### src/rtl/zx8x_tape_pkg.sv
// Shared types and timing defaults for the ZX80/ZX81 cassette pulse generator.
// Timing values are in ce ticks (3.25 MHz).
package zx8x_tape_pkg;

  localparam int PULSE_HI_DEF = 488;
  localparam int PULSE_LO_DEF = 488;
  localparam int BIT_GAP_DEF  = 4225;
  localparam int LEADER_DEF   = 3250000;
  localparam logic [7:0] NAME_BYTE_DEF = 8'h80;

  localparam logic [3:0] ONE_PULSES  = 4'd9;
  localparam logic [3:0] ZERO_PULSES = 4'd4;

  localparam int TICK_W = 13;
  localparam int LEAD_W = 22;

  typedef enum logic [2:0] {
    ST_IDLE, ST_LEADER, ST_FETCH, ST_LOAD, ST_BIT, ST_FIN
  } state_t;

  typedef enum logic [1:0] {
    PH_IDLE, PH_HI, PH_LO, PH_GAP
  } phase_t;

  function automatic logic [3:0] pulses_for(input logic b);
    return b ? ONE_PULSES : ZERO_PULSES;
  endfunction

endpackage

### src/rtl/zx8x_tape_pulse_gen.sv
// One tape bit: count HI/LO pulse pairs then BIT_GAP of silence; bit_done on the final gap ce.
// A start during that same ce chains straight into the next bit with no dead cycle.
module zx8x_tape_pulse_gen
  import zx8x_tape_pkg::*;
#(
  parameter int PULSE_HI = PULSE_HI_DEF,
  parameter int PULSE_LO = PULSE_LO_DEF,
  parameter int BIT_GAP  = BIT_GAP_DEF
) (
  input  logic       clk_sys,
  input  logic       reset_n,
  input  logic       ce,
  input  logic       abort,
  input  logic       start,
  input  logic [3:0] count,
  output logic       hi,
  output logic       bit_done
);

  localparam logic [TICK_W-1:0] HI_LD  = TICK_W'(PULSE_HI - 1);
  localparam logic [TICK_W-1:0] LO_LD  = TICK_W'(PULSE_LO - 1);
  localparam logic [TICK_W-1:0] GAP_LD = TICK_W'(BIT_GAP - 1);

  phase_t            ph, ph_nx;
  logic [TICK_W-1:0] tick_cnt, tick_nx;
  logic [3:0]        pulse_cnt, pulse_nx;

  always_ff @(posedge clk_sys or negedge reset_n) begin
    if (!reset_n) begin
      ph        <= PH_IDLE;
      tick_cnt  <= '0;
      pulse_cnt <= '0;
    end else begin
      ph        <= ph_nx;
      tick_cnt  <= tick_nx;
      pulse_cnt <= pulse_nx;
    end
  end

  always_comb begin
    ph_nx    = ph;
    tick_nx  = tick_cnt;
    pulse_nx = pulse_cnt;
    bit_done = 1'b0;
    case (ph)
      PH_IDLE: if (start) begin
        ph_nx    = PH_HI;
        tick_nx  = HI_LD;
        pulse_nx = count - 4'd1;
      end
      PH_HI: if (ce) begin
        if (tick_cnt == '0) begin
          ph_nx   = PH_LO;
          tick_nx = LO_LD;
        end else begin
          tick_nx = tick_cnt - TICK_W'(1);
        end
      end
      PH_LO: if (ce) begin
        if (tick_cnt != '0) begin
          tick_nx = tick_cnt - TICK_W'(1);
        end else if (pulse_cnt == 4'd0) begin
          ph_nx   = PH_GAP;
          tick_nx = GAP_LD;
        end else begin
          ph_nx    = PH_HI;
          tick_nx  = HI_LD;
          pulse_nx = pulse_cnt - 4'd1;
        end
      end
      PH_GAP: if (ce) begin
        if (tick_cnt != '0) begin
          tick_nx = tick_cnt - TICK_W'(1);
        end else begin
          bit_done = 1'b1;
          if (start) begin
            ph_nx    = PH_HI;
            tick_nx  = HI_LD;
            pulse_nx = count - 4'd1;
          end else begin
            ph_nx = PH_IDLE;
          end
        end
      end
      default: ph_nx = PH_IDLE;
    endcase
    if (abort) begin
      ph_nx    = PH_IDLE;
      tick_nx  = '0;
      pulse_nx = '0;
      bit_done = 1'b0;
    end
  end

  assign hi = (ph == PH_HI);

endmodule

### src/rtl/zx8x_tape_player.sv
// Replays tape_ram as ZX80/ZX81 cassette pulses: leader, optional name byte, then data MSB first.
// Memory read is one clk (FETCH) ahead of LOAD; stop or loss of tape_ready aborts on the next clk.
module zx8x_tape_player
  import zx8x_tape_pkg::*;
#(
  parameter int         PULSE_HI  = PULSE_HI_DEF,
  parameter int         PULSE_LO  = PULSE_LO_DEF,
  parameter int         BIT_GAP   = BIT_GAP_DEF,
  parameter int         LEADER    = LEADER_DEF,
  parameter logic [7:0] NAME_BYTE = NAME_BYTE_DEF
) (
  input  logic        clk_sys,
  input  logic        reset_n,
  input  logic        ce,
  input  logic        zx81,
  input  logic        tape_ready,
  input  logic [13:0] tape_last,
  input  logic        play,
  input  logic        stop,
  output logic [13:0] tape_rd_addr,
  input  logic [7:0]  tape_rd_data,
  output logic        tape_out,
  output logic        playing,
  output logic        done
);

  state_t            state, state_nx;
  logic [LEAD_W-1:0] lead_cnt, lead_nx;
  logic [13:0]       byte_addr, addr_nx, last_addr, last_nx;
  logic              zx81_q, zx81_nx, first_byte, first_nx;
  logic [7:0]        shift_reg, shift_nx, load_byte;
  logic [2:0]        bit_cnt, bit_nx;
  logic              abort, pg_start, pg_done;
  logic [3:0]        pg_count;

  assign abort = stop || !tape_ready;

  always_ff @(posedge clk_sys or negedge reset_n) begin
    if (!reset_n) begin
      state      <= ST_IDLE;
      lead_cnt   <= '0;
      byte_addr  <= '0;
      last_addr  <= '0;
      zx81_q     <= 1'b0;
      first_byte <= 1'b0;
      shift_reg  <= '0;
      bit_cnt    <= '0;
    end else begin
      state      <= state_nx;
      lead_cnt   <= lead_nx;
      byte_addr  <= addr_nx;
      last_addr  <= last_nx;
      zx81_q     <= zx81_nx;
      first_byte <= first_nx;
      shift_reg  <= shift_nx;
      bit_cnt    <= bit_nx;
    end
  end

  // first_byte stays set through the name byte so its end does not advance byte_addr
  assign load_byte = (zx81_q && first_byte) ? NAME_BYTE : tape_rd_data;

  always_comb begin
    state_nx = state;
    lead_nx  = lead_cnt;
    addr_nx  = byte_addr;
    last_nx  = last_addr;
    zx81_nx  = zx81_q;
    first_nx = first_byte;
    shift_nx = shift_reg;
    bit_nx   = bit_cnt;
    pg_start = 1'b0;
    pg_count = ZERO_PULSES;
    case (state)
      ST_IDLE: if (play && tape_ready) begin
        state_nx = ST_LEADER;
        lead_nx  = LEAD_W'(LEADER - 1);
        addr_nx  = '0;
        last_nx  = tape_last;
        zx81_nx  = zx81;
        first_nx = 1'b1;
      end
      ST_LEADER: if (ce) begin
        if (lead_cnt == '0) state_nx = ST_FETCH;
        else                lead_nx  = lead_cnt - LEAD_W'(1);
      end
      ST_FETCH: state_nx = ST_LOAD;
      ST_LOAD: begin
        shift_nx = load_byte;
        bit_nx   = 3'd7;
        first_nx = zx81_q && first_byte;
        pg_start = 1'b1;
        pg_count = pulses_for(load_byte[7]);
        state_nx = ST_BIT;
      end
      ST_BIT: if (pg_done) begin
        if (bit_cnt != 3'd0) begin
          shift_nx = {shift_reg[6:0], 1'b0};
          bit_nx   = bit_cnt - 3'd1;
          pg_start = 1'b1;
          pg_count = pulses_for(shift_reg[6]);
        end else if (first_byte) begin
          first_nx = 1'b0;
          state_nx = ST_FETCH;
        end else if (byte_addr == last_addr) begin
          state_nx = ST_FIN;
        end else begin
          addr_nx  = byte_addr + 14'd1;
          state_nx = ST_FETCH;
        end
      end
      ST_FIN:  state_nx = ST_IDLE;
      default: state_nx = ST_IDLE;
    endcase
    if (abort) state_nx = ST_IDLE;
  end

  zx8x_tape_pulse_gen #(
    .PULSE_HI (PULSE_HI),
    .PULSE_LO (PULSE_LO),
    .BIT_GAP  (BIT_GAP)
  ) u_pulse_gen (
    .clk_sys  (clk_sys),
    .reset_n  (reset_n),
    .ce       (ce),
    .abort    (abort),
    .start    (pg_start),
    .count    (pg_count),
    .hi       (tape_out),
    .bit_done (pg_done)
  );

  assign tape_rd_addr = byte_addr;
  assign playing      = (state != ST_IDLE) && (state != ST_FIN);
  assign done         = (state == ST_FIN);

endmodule
### config.mk
export PLATFORM = sky130hd
export DESIGN_NAME = zx8x_tape_player
export DESIGN_NICKNAME = d
export VERILOG_FILES = /design/src/rtl/zx8x_tape_pkg.sv /design/src/rtl/zx8x_tape_pulse_gen.sv /design/src/rtl/zx8x_tape_player.sv
export SDC_FILE = /design/constraint.sdc
export NUM_CORES = 1
export LEC_CHECK = 0
export CAP_MARGIN = 30
export CORE_ASPECT_RATIO = 1.1
export CORE_MARGIN = 8
export CORE_UTILIZATION = 38
export CTS_BUF_LIST = sky130_fd_sc_hd__clkbuf_4 sky130_fd_sc_hd__clkbuf_8 sky130_fd_sc_hd__clkbuf_16
export CTS_CLUSTER_SIZE = 24
export DETAILED_ROUTE_END_ITERATION = 7
export PLACE_DENSITY_LB_ADDON = 0.3
export REMOVE_ABC_BUFFERS = 1
export SYNTH_ARGS = -nofsm -noshare
export SYNTH_HDL_FRONTEND = slang
export SYNTH_SLANG_ARGS = --single-unit
### constraint.sdc
create_clock -name clk_sys -period 6.76 [get_ports clk_sys]
set_input_delay 0.676 -clock clk_sys [delete_from_list [all_inputs] [get_ports clk_sys]]
set_output_delay 0.676 -clock clk_sys [all_outputs]
set_load 0.01 [all_outputs]
==> out/results.ini, run 1 <==
[status]
status = finished clean

[pwr]
peakVddDrop_mv = 0.1330
p_leak_nw = 2.315
power.density_nw_per_um2 = 203.5

[clock_tree]
cts_resized = 0
clkSinkCount = 84
h-tree-depth = 3
hold_buffers = 0
cts_tree = yes
cts_max_path_buffers = 2
cts_root_buf = clkbuf_16
postCtsSetupBuffers = 0
numCtsBuffers = 9
clkLatencyLatePin_ns = 0.34
clk_pin_slew_ns = 0.06

[global_routing]
antenna_found_initial = 0
grt_usage_pct = 16.08
top_usage_layer = met2
met1_usage_pct = 21.00
met2_usage_pct = 25.74
grt_pass1_wl_mm = 22.53
grt_max_degree = 58
grt_overflow = 0
globalRouteMet3Util_pct = 2.717
grt_pass1_vias = 4505

[timing]
drv_slew = 0
slew-limit-headroom_pct = 34.28
timing.final.ws_setup_ns = 3.457
fin_crit_ns = 3.303
setup_tns_ns = 0
rsz0062_at_grt = false
min_period_over_period_pct = 48.87
finalClockSkew_ns = 0.004849
finalSetupViolCount = 0
finalHoldViolations = 0
fmax_mhz = 302.7
tightest_slew_ns = 0.9767

[yosys]
synth_area_leaders = dfrtp_1 (42%), nand2_1 (7.3%), xnor2_1 (3.9%), nor2_1 (3.6%), nand3_1 (3.1%)
synth_area_leader_cell = dfrtp_1
synth-main-ff-cell = dfrtp_1
synthesis.area_per_instance_um2 = 8.530
synth_most_common_cell = nand2_1
synth_common_cells = nand2_1 (96), dfrtp_1 (84), nor2_1 (48)
synthCells = 581
synth_edf_count = 0
synth_top_area_share_pct = 42.41
synth_area_um2 = 4956
yosys_warnings = 0
synth.distinct_cells = 61
synthArstFlopShare_pct = 100.0
synth_seq_cells = 84
synth.yosys.seq_area_share_pct = 42.41

[layout]
n_antenna_cell = 0
drive_gt1_share_pct = 5.145
area_delta_synth_final_pct = 18.43
nets = 657
largest_reg_flops = 22
top_register = lead_cnt

[setup_path]
critPathArrivalTime_ns = 3.56
crit_type = register to register
endpoint = u_pulse_gen.pulse_cnt[2]$_DFFE_PN0P_
startpoint = u_pulse_gen.tick_cnt[7]$_DFFE_PN0P_
cp-start-kind = register
critPathMaxFanout = 14
worstReg2RegStart = u_pulse_gen.tick_cnt[7]$_DFFE_PN0P_
ff2ff_path_depth = 6
crit_required_ns = 7.01
end_kind = register
slowest_stage = nor4_1
reg2reg_slack_ns = 3.46
crit_chain = nor4_1 > and4_1 > nand2_1 > a221o_1 > or3_1 > a41oi_2
max_stage_delay_ns = 0.75
worstReg2RegEnd = u_pulse_gen.pulse_cnt[2]$_DFFE_PN0P_

[die]
die-area_um2 = 16960
core-area_um2 = 12700
chipWidth_um = 124.9
num_rows = 43
die_height_um = 135.8
io-pin-count = 46
start_util_pct = 39.03

[hold_path]
hp-class = input pin to async pin

[placement]
dp_slack_ns = 2.883
portBuffers = 45
place_hpwl_mm = 9.272
place_congestion = 0.8580

[drt]
drt_iter0_markers = 440
routedWlPerCell_um = 16.75
vias = 4583
ant_nets = 0
avgViaCountPerCell = 5.883
drt-total-wl_mm = 13.05
drt-pass1-iter-count = 5
route.detailed.drc = 0

[run]
drv_cap = 0

[cell usage in the layout (no fill, tap or decap), drive strengths merged, types with 3 or more instances in the layout]
| cell type | n |
|---|---|
| and3 | 9 |
| o211ai | 4 |
| xnor2 | 22 |
| mux2i | 4 |
| or4b | 3 |
| nor4 | 17 |
| clkdlybuf4s50 | 44 |
| a221oi | 3 |
| a21o | 3 |
| or3 | 14 |
| nor2 | 48 |
| nor3 | 25 |
| nand3 | 31 |
| buf | 5 |
| nand2 | 96 |
| o31ai | 5 |
| a31oi | 21 |
| xor2 | 9 |
| inv | 11 |
| or4 | 12 |
| o21a | 4 |
| nor3b | 3 |
| dfrtp | 84 |
| a21boi | 3 |
| o21ai | 21 |
| nand3b | 4 |
| clkbuf | 10 |
| clkinvlp | 3 |
| nor2b | 3 |
| ha | 11 |
| nand2b | 14 |
| nand4 | 11 |
| a21oi | 30 |
[how the worst min path moves through the flow]
stage,startpoint,endpoint,depth (start not counted)
finish,reset_n,shift_reg[2]$_DFFE_PN0P_,1
global route,reset_n,shift_reg[1]$_DFFE_PN0P_,1
CTS,reset_n,shift_reg[2]$_DFFE_PN0P_,1
detailed placement,last_addr[13]$_DFFE_PN0P_,last_addr[13]$_DFFE_PN0P_,2
global placement,last_addr[1]$_DFFE_PN0P_,last_addr[1]$_DFFE_PN0P_,2
floorplan,reset_n,bit_cnt[0]$_DFFE_PN0P_,0
[kinds of logic after synthesis]
family | after synthesis | synth area share [%]
AOI/OAI and AO/OA | 116 | 15.20
muxes | 5 | 1.035
xor gates and xnor gates | 31 | 5.478
adders and majority gates | 11 | 2.777
and+or+nand+nor | 299 | 30.40
buffers and inverters | 35 | 2.701
DFF | 84 | 42.41
[worst max-delay path, delay by kind of cell (launching register included)]
kind,cells,cell delay [ns]
AND/OR/NAND/NOR,4,2.09
flip-flops,1,0.43
AO/OA/AOI/OAI,2,0.69
[metal layers]
| metal | wire (µm) | vias up | part of all wire, % |
|---|---|---|---|
| met2 | 6081 | 119 | 47 |
| met5 | 0 | - | 0 |
| met3 | 582 | 19 | 4.5 |
| met4 | 264 | 0 | 2.0 |
| met1 | 6122 | 2248 | 47 |
| li1 | - | 2197 | - |
[through the flow]
step                util, %  instances  power [mW]  instance area (µm²)  hold slack [ns]
finish                46.23        779       1.194                 5869           0.2425
global route          46.23        779       1.244                 5869           0.2620
CTS                   46.17        778       1.205                 5862           0.2478
detailed placement    43.59        762      0.6609                 5535           0.4845
global placement      43.59        762      0.6579                 5535           0.4780
floorplan                 -        557      0.6063                 4863           0.3804
[power breakdown]
group | total [mW] | switching [mW] | internal, mW
registers | 0.538 | 0.0168 | 0.521
clock network | 0.544 | 0.211 | 0.333
logic | 0.113 | 0.0664 | 0.0464
[final cells by class]
| cell class | instances | area [µm²] |
|---|---|---|
| fillers | 1221 | 6828 |
| multi-input cells | 462 | 2725 |
| flip-flops and latches | 84 | 2102 |
| repair buffers | 49 | 478.0 |
| clock buffers | 10 | 239.0 |
| well taps | 157 | 196.4 |
| clock inverters | 6 | 87.58 |
| inverters | 11 | 41.29 |
Note: power is estimated with default switching activity, not from simulation.
==> run 2, diff against run 1 <==
==> constraint.sdc (replaced) <==
create_clock -name clk_sys -period 2.8 [get_ports clk_sys]
set_input_delay 0.28 -clock clk_sys [delete_from_list [all_inputs] [get_ports clk_sys]]
set_output_delay 0.28 -clock clk_sys [all_outputs]
set_load 0.01 [all_outputs]
==> run 2 against run 1 <==
Effect of this change:
- the flow now finishes with violations (setup timing)
- power is 140% higher
- maximum frequency is 18% higher
- routed wire length is 1.2% higher
- utilization up 2.4 points
- design area rose by 5.2%
- cell count is 4.5% higher
- combinational power grew to 2.6 times the previous value
==> out/results.ini, run 2 (synthesized netlist as in run 1, its figures left out) <==
[drt]
drt-pass1-iter-count = 4  ; -1
route.detailed.drc = 0  ; unchanged
avgViaCountPerCell = 5.676  ; -3.5%
ant_nets = 0  ; unchanged
drt-total-wl_mm = 13.20  ; +1.2%
vias = 4620  ; +0.81%
routedWlPerCell_um = 16.22  ; -3.2%
drt_iter0_markers = 395  ; -10%

[timing]
tightest_slew_ns = 0.7136  ; -0.2631 ns
timing.final.ws_setup_ns = -0.005920  ; -3.462 ns
rsz0062_at_grt = true
slew-limit-headroom_pct = 51.99  ; +18 points
finalHoldViolations = 0  ; unchanged
drv_slew = 0  ; unchanged
min_period_over_period_pct = 100.2  ; +51 points
fmax_mhz = 356.4  ; +18%
fin_crit_ns = 2.806  ; -0.4975 ns
finalSetupViolCount = 1  ; +1
finalClockSkew_ns = 0.006243  ; +0.001394 ns

[layout]
area_delta_synth_final_pct = 24.56
nets = 692  ; +5.3%
largest_reg_flops = 22  ; unchanged
final_cell_mix = nand2_1 (96), dfrtp_1 (84), nor2_1 (48)
mostFrequentLayoutCell = nand2_1
fillers = 1208  ; -1.1%
stdcell_count = 814  ; +4.5%
n_antenna_cell = 0  ; unchanged
design_area_um2 = 6173  ; +5.2%
drive_gt1_share_pct = 11.26  ; +6.1 points
top_register = lead_cnt

[global_routing]
antenna_found_initial = 0  ; unchanged
grt_usage_pct = 16.21  ; +0.14 points
grt_pass1_vias = 4736  ; +5.1%
grt_overflow = 0  ; unchanged
grt_max_degree = 46  ; -21%
grt_pass1_wl_mm = 22.72  ; +0.86%

[pwr]
peakVddDrop_mv = 0.3232  ; +140%
p_leak_nw = 2.493  ; +7.7%
power.density_nw_per_um2 = 456.4  ; +120%

[setup_path]
end_kind = register
crit_type = register to register
slowest_stage = or4b_4
reg2reg_slack_ns = -0.006  ; -3.46 ns
max_stage_delay_ns = 0.49  ; -0.26 ns
crit_chain = inv_1 > ha_2 > ha_4 > or4b_4 > or3_4 > o311a_1 > a221o_1 > or3_1 > a41oi_2
critPathArrivalTime_ns = 3.07  ; -0.49 ns
worstReg2RegStart = bit_cnt[0]$_DFFE_PN0P_
worstReg2RegEnd = u_pulse_gen.pulse_cnt[2]$_DFFE_PN0P_
cp-start-kind = register
crit_required_ns = 3.06  ; -3.95 ns
path_buf_inv = 1  ; +1
cp_top_family = simple AND/OR/NAND/NOR gates
ff2ff_path_depth = 9  ; +3
critPathMaxFanout = 4  ; -10

[clock_tree]
clkSinkCount = 84  ; unchanged
cts_max_path_buffers = 2  ; unchanged
numCtsBuffers = 9  ; unchanged
clk_pin_slew_ns = 0.06  ; about the same
cts_root_buf = clkbuf_16
cts_tree = yes
clkLatencyLatePin_ns = 0.34  ; about the same
h-tree-depth = 3  ; unchanged

[run]
drv_cap = 0  ; unchanged

[placement]
dp_cells = 794  ; +4.2%
portBuffers = 45  ; unchanged
place_hpwl_mm = 9.480  ; +2.2%
dp_slack_ns = -0.1556  ; -3.038 ns
place_congestion = 0.8741  ; +1.9%
dpl_cell_area_um2 = 5788  ; +4.6%

[die]
die-area_um2 = 16960  ; unchanged
chipWidth_um = 124.9  ; unchanged
start_util_pct = 39.03  ; unchanged
io-pin-count = 46  ; unchanged
die_height_um = 135.8  ; unchanged
core-area_um2 = 12700  ; unchanged
num_rows = 43  ; unchanged

[status]
violations = setup timing
status = finished, violations left

[hold_path]
min_from = tape_last[13]
hp-class = input pin to register
hold_path_end = last_addr[13]$_DFFE_PN0P_
hold_path_depth = 3

run 2: cell count changes in the layout (fill, tap and decap cells not counted), sizes merged:
cell         change
buf             +34
clkinvlp         -3
clkbuf           +1
dlygate4sd3      +1
clkinv           +3
bufinv           -1
run 2: worst max-delay path by stage:
stage	cells after the start	end	from
finish	9	u_pulse_gen.pulse_cnt[2]$_DFFE_PN0P_	bit_cnt[0]$_DFFE_PN0P_
global route	9	u_pulse_gen.pulse_cnt[2]$_DFFE_PN0P_	bit_cnt[1]$_DFFE_PN0P_
CTS	9	u_pulse_gen.pulse_cnt[2]$_DFFE_PN0P_	bit_cnt[1]$_DFFE_PN0P_
detailed placement	9	u_pulse_gen.pulse_cnt[2]$_DFFE_PN0P_	bit_cnt[1]$_DFFE_PN0P_
global placement	9	u_pulse_gen.pulse_cnt[2]$_DFFE_PN0P_	bit_cnt[0]$_DFFE_PN0P_
floorplan	9	u_pulse_gen.tick_cnt[11]$_DFFE_PN0P_	bit_cnt[0]$_DFFE_PN0P_
run 2: area by class of cell:
| cell class | instances | area [µm²] | share of cell area [%] |
|---|---|---|---|
| repair buffers | 84 | 759.5 | 12.30 |
| inverters | 11 | 41.29 | 0.6688 |
| multi-input cells | 462 | 2771 | 44.89 |
| clock inverters | 5 | 50.05 | 0.8107 |
| well taps | 157 | 196.4 | 3.182 |
| flip-flops and latches | 84 | 2102 | 34.05 |
| clock buffers | 11 | 252.7 | 4.094 |
run 2: stage by stage:
step	TNS, ns	hold slack, ns	utilization (%)	power (mW)
floorplan	-0.7651	-0.01559	-	1.464
global placement	-0.1414	0.3260	45.59	1.603
detailed placement	-0.2830	0.3330	45.59	1.612
CTS	-0.002454	0.4466	48.23	2.855
global route	-0.2251	0.4546	48.62	2.929
finish	-0.005920	0.4576	48.62	2.818
run 2: worst min-delay path, delay by kind of cell:
kind          cells  cell delay [ns]
simple gates      2             0.09
buf+inv           1             0.39
run 2: power by group:
group          leakage [nW]  total [mW]  internal (mW)  switching [mW]
registers              1.03        1.29           1.26          0.0350
logic                  1.31       0.298          0.130           0.168
clock network         0.155        1.23          0.734           0.493
total                  2.49        2.82           2.12           0.696
run 2: metal layers:
metal  part of all wire, %  track usage [%]  vias to the layer above
met5                     0                0                        -
met4                   1.8            7.854                        0
met3                   4.1            3.228                       14
met2                    48            27.13                       82
met1                    46            19.72                     2266
li1                      -                -                     2258
run 2: timing repair:
action	CTS	global route
gates resized for setup	4	7
endpoints found under the setup margin	3	14
gates cloned	0	0
hold endpoints to repair	44	0
hold buffers	1	0
buffers inserted	1	2
pin swaps	6	2
==> run 3, diff against run 2 <==
--- a/config.mk
+++ b/config.mk
@@ -7,11 +7,12 @@
 export LEC_CHECK = 0
 export CAP_MARGIN = 30
 export CORE_ASPECT_RATIO = 1.1
-export CORE_MARGIN = 8
+export CORE_MARGIN = 2
 export CORE_UTILIZATION = 38
 export CTS_BUF_LIST = sky130_fd_sc_hd__clkbuf_4 sky130_fd_sc_hd__clkbuf_8 sky130_fd_sc_hd__clkbuf_16
 export CTS_CLUSTER_SIZE = 24
 export DETAILED_ROUTE_END_ITERATION = 7
+export DONT_BUFFER_PORTS = 1
 export PLACE_DENSITY_LB_ADDON = 0.3
 export REMOVE_ABC_BUFFERS = 1
 export SYNTH_ARGS = -nofsm -noshare
==> run 3 against run 2 <==
Effect of this change:
- sequential power is essentially flat
- largest cell class unchanged
- the run still ends with setup timing left
- critical path type unchanged
- design area fell by 7.9%
- flip-flop and latch count did not move
- combinational power down 18%
==> out/results.ini, run 3 (synthesized netlist as in run 1, its figures left out) <==
[global_routing]
globalRouteMet3Util_pct = 4.964  ; +1.7 points
grt_max_degree = 85  ; +85%
antenna_found_initial = 0  ; unchanged
grt_pass1_wl_mm = 21.13  ; -7.0%
grt_usage_pct = 18.79  ; +2.6 points
met1_usage_pct = 23.65  ; +3.9 points
grt_overflow = 0  ; unchanged
grt_pass1_vias = 4377  ; -7.6%
top_usage_layer = met2
met2_usage_pct = 31.55  ; +4.4 points

[layout]
final_cell_mix = nand2_1 (96), dfrtp_1 (84), nor2_1 (48)
mostFrequentLayoutCell = nand2_1
drive_gt1_share_pct = 10.95  ; -0.32 points
fillers = 1238  ; +2.5%
fin_util_pct = 44.78  ; -3.8 points
nets = 638  ; -7.8%
largest_reg_flops = 22  ; unchanged
top_register = lead_cnt
n_antenna_cell = 0  ; unchanged
area_delta_synth_final_pct = 14.72

[hold_path]
hold_path_depth = 2  ; -1
hp-class = input pin to register
min_from = tape_last[6]
hold_path_end = last_addr[6]$_DFFE_PN0P_

[setup_path]
worstReg2RegStart = bit_cnt[1]$_DFFE_PN0P_
worstReg2RegEnd = u_pulse_gen.pulse_cnt[2]$_DFFE_PN0P_
crit_required_ns = 3.06  ; about the same
ff2ff_path_depth = 9  ; unchanged
reg2reg_slack_ns = -0.08  ; -0.07 ns
critPathMaxFanout = 4  ; unchanged
end_kind = register
crit_type = register to register
critPathArrivalTime_ns = 3.13  ; +0.06 ns
cp-start-kind = register

[drt]
ant_nets = 0  ; unchanged
routedWlPerCell_um = 16.44  ; +1.4%
drt-pass1-iter-count = 5  ; +1
drt-total-wl_mm = 12.50  ; -5.4%
vias = 4431  ; -4.1%
route.detailed.drc = 0  ; unchanged
avgViaCountPerCell = 5.830  ; +2.7%
drt_iter0_markers = 300  ; -24%

[die]
die_height_um = 123.8  ; -8.8%
core-area_um2 = 12700  ; unchanged
num_rows = 43  ; unchanged
chipWidth_um = 112.9  ; -9.6%
die-area_um2 = 13970  ; -18%
io-pin-count = 46  ; unchanged
start_util_pct = 39.03  ; unchanged

[timing]
slew-limit-headroom_pct = 51.04  ; -0.95 points
fmax_mhz = 347.8  ; -2.4%
rsz0062_at_grt = true
drv_slew = 0  ; unchanged
min_period_over_period_pct = 102.7  ; +2.5 points
finalClockSkew_ns = 0.007596  ; +0.001353 ns
finalHoldViolations = 0  ; unchanged
fin_crit_ns = 2.876  ; +0.06965 ns
tightest_slew_ns = 0.7277  ; +0.01408 ns
timing.final.ws_setup_ns = -0.07557  ; -0.06965 ns
finalSetupViolCount = 1  ; unchanged

[clock_tree]
clkSinkCount = 84  ; unchanged
clkLatencyLatePin_ns = 0.35  ; about the same
cts_max_path_buffers = 2  ; unchanged
cts_tree = yes
clk_pin_slew_ns = 0.06  ; about the same
cts_root_buf = clkbuf_16
h-tree-depth = 3  ; unchanged
numCtsBuffers = 9  ; unchanged

[status]
violations = setup timing
status = finished, violations left

[placement]
portBuffers = 0  ; -100%
place_congestion = 0.8671  ; -0.80%
place_hpwl_mm = 8.603  ; -9.3%

[run]
drv_cap = 0  ; unchanged

[pwr]
p_leak_nw = 2.280  ; -8.5%
power.density_nw_per_um2 = 486.9  ; +6.7%
peakVddDrop_mv = 0.4165  ; +29%
power.total_mw = 2.768  ; -1.8%

## run 3: changes by cell type in the layout (fill, tap and decap cells not counted), sizes merged
cell | previous run | this run
clkdlybuf4s50 | 44 | 0
buf | 39 | 29
clkinv | 4 | 2
clkbuf | 11 | 12
clkinvlp | 0 | 1
## run 3: where the power goes
| part | total [mW] | switching (mW) | internal (mW) |
|---|---|---|---|
| Combinational | 0.244 | 0.157 | 0.0875 |
| Clock | 1.23 | 0.485 | 0.747 |
| Sequential | 1.29 | 0.0340 | 1.26 |
| Total | 2.77 | 0.676 | 2.09 |
## run 3: worst max path at each step
| stage | end | depth (start not counted) | slack, ns | startpoint |
|---|---|---|---|---|
| after floorplan | u_pulse_gen.tick_cnt[11]$_DFFE_PN0P_ | 9 | -0.19 | bit_cnt[0]$_DFFE_PN0P_ |
| after global placement | u_pulse_gen.pulse_cnt[2]$_DFFE_PN0P_ | 9 | -0.10 | bit_cnt[1]$_DFFE_PN0P_ |
| after detailed placement | u_pulse_gen.pulse_cnt[2]$_DFFE_PN0P_ | 9 | -0.19 | bit_cnt[1]$_DFFE_PN0P_ |
| after CTS | u_pulse_gen.pulse_cnt[2]$_DFFE_PN0P_ | 9 | 0.003 | bit_cnt[1]$_DFFE_PN0P_ |
| after global routing | u_pulse_gen.pulse_cnt[2]$_DFFE_PN0P_ | 9 | -0.17 | bit_cnt[1]$_DFFE_PN0P_ |
| final | u_pulse_gen.pulse_cnt[2]$_DFFE_PN0P_ | 9 | -0.08 | bit_cnt[1]$_DFFE_PN0P_ |
## run 3: final cells by class
| type | count | area, µm² | area share (%) |
|---|---|---|---|
| Multi-Input combinational cell | 462 | 2786 | 49.01 |
| Sequential cell | 84 | 2102 | 36.97 |
| Inverter | 11 | 41.29 | 0.7262 |
| Clock buffer | 12 | 260.3 | 4.577 |
| Timing Repair Buffer | 30 | 251.5 | 4.423 |
| Tap cell | 157 | 196.4 | 3.455 |
| Clock inverter | 4 | 47.55 | 0.8363 |
## run 3: through the flow
stage	setup TNS, ns	cell area [µm²]	cells	setup slack, ns	hold WS (ns)
3_5_place_dp	-0.3290	5253	739	-0.1870	-0.01207
2_1_floorplan	-0.7651	4863	557	-0.1935	-0.01559
5_1_grt	-0.3957	5685	760	-0.1686	0.03749
4_1_cts	0	5633	759	0.003390	0.02215
6_report	-0.07557	5685	760	-0.07557	0.03534
3_3_place_gp	-0.1783	5253	739	-0.1029	-0.01360
## run 3: critical path, stage by stage (launching register included)
cell and delay [ns]:
dfrtp_1 0.38, inv_2 0.05, ha_4 0.16, ha_4 0.15
or4b_4 0.49, or3_4 0.35, o311a_1 0.29, a221o_1 0.34
or3_1 0.35, a41oi_2 0.23
## run 3: per-layer routing
metal | up-vias | share of wire [%]
met5 | - | 0
met4 | 0 | 1.3
met3 | 12 | 5.7
met2 | 103 | 48
met1 | 2161 | 45
li1 | 2155 | -
## run 3: timing repair
action / 4_1_cts / 5_1_grt
pin swaps: 5 / 1
endpoints found under the setup margin: 3 / 12
hold buffers: 2 / 0
gates resized for setup: 4 / 10
setup buffers: 2 / 1
hold endpoints to repair: 84 / 0
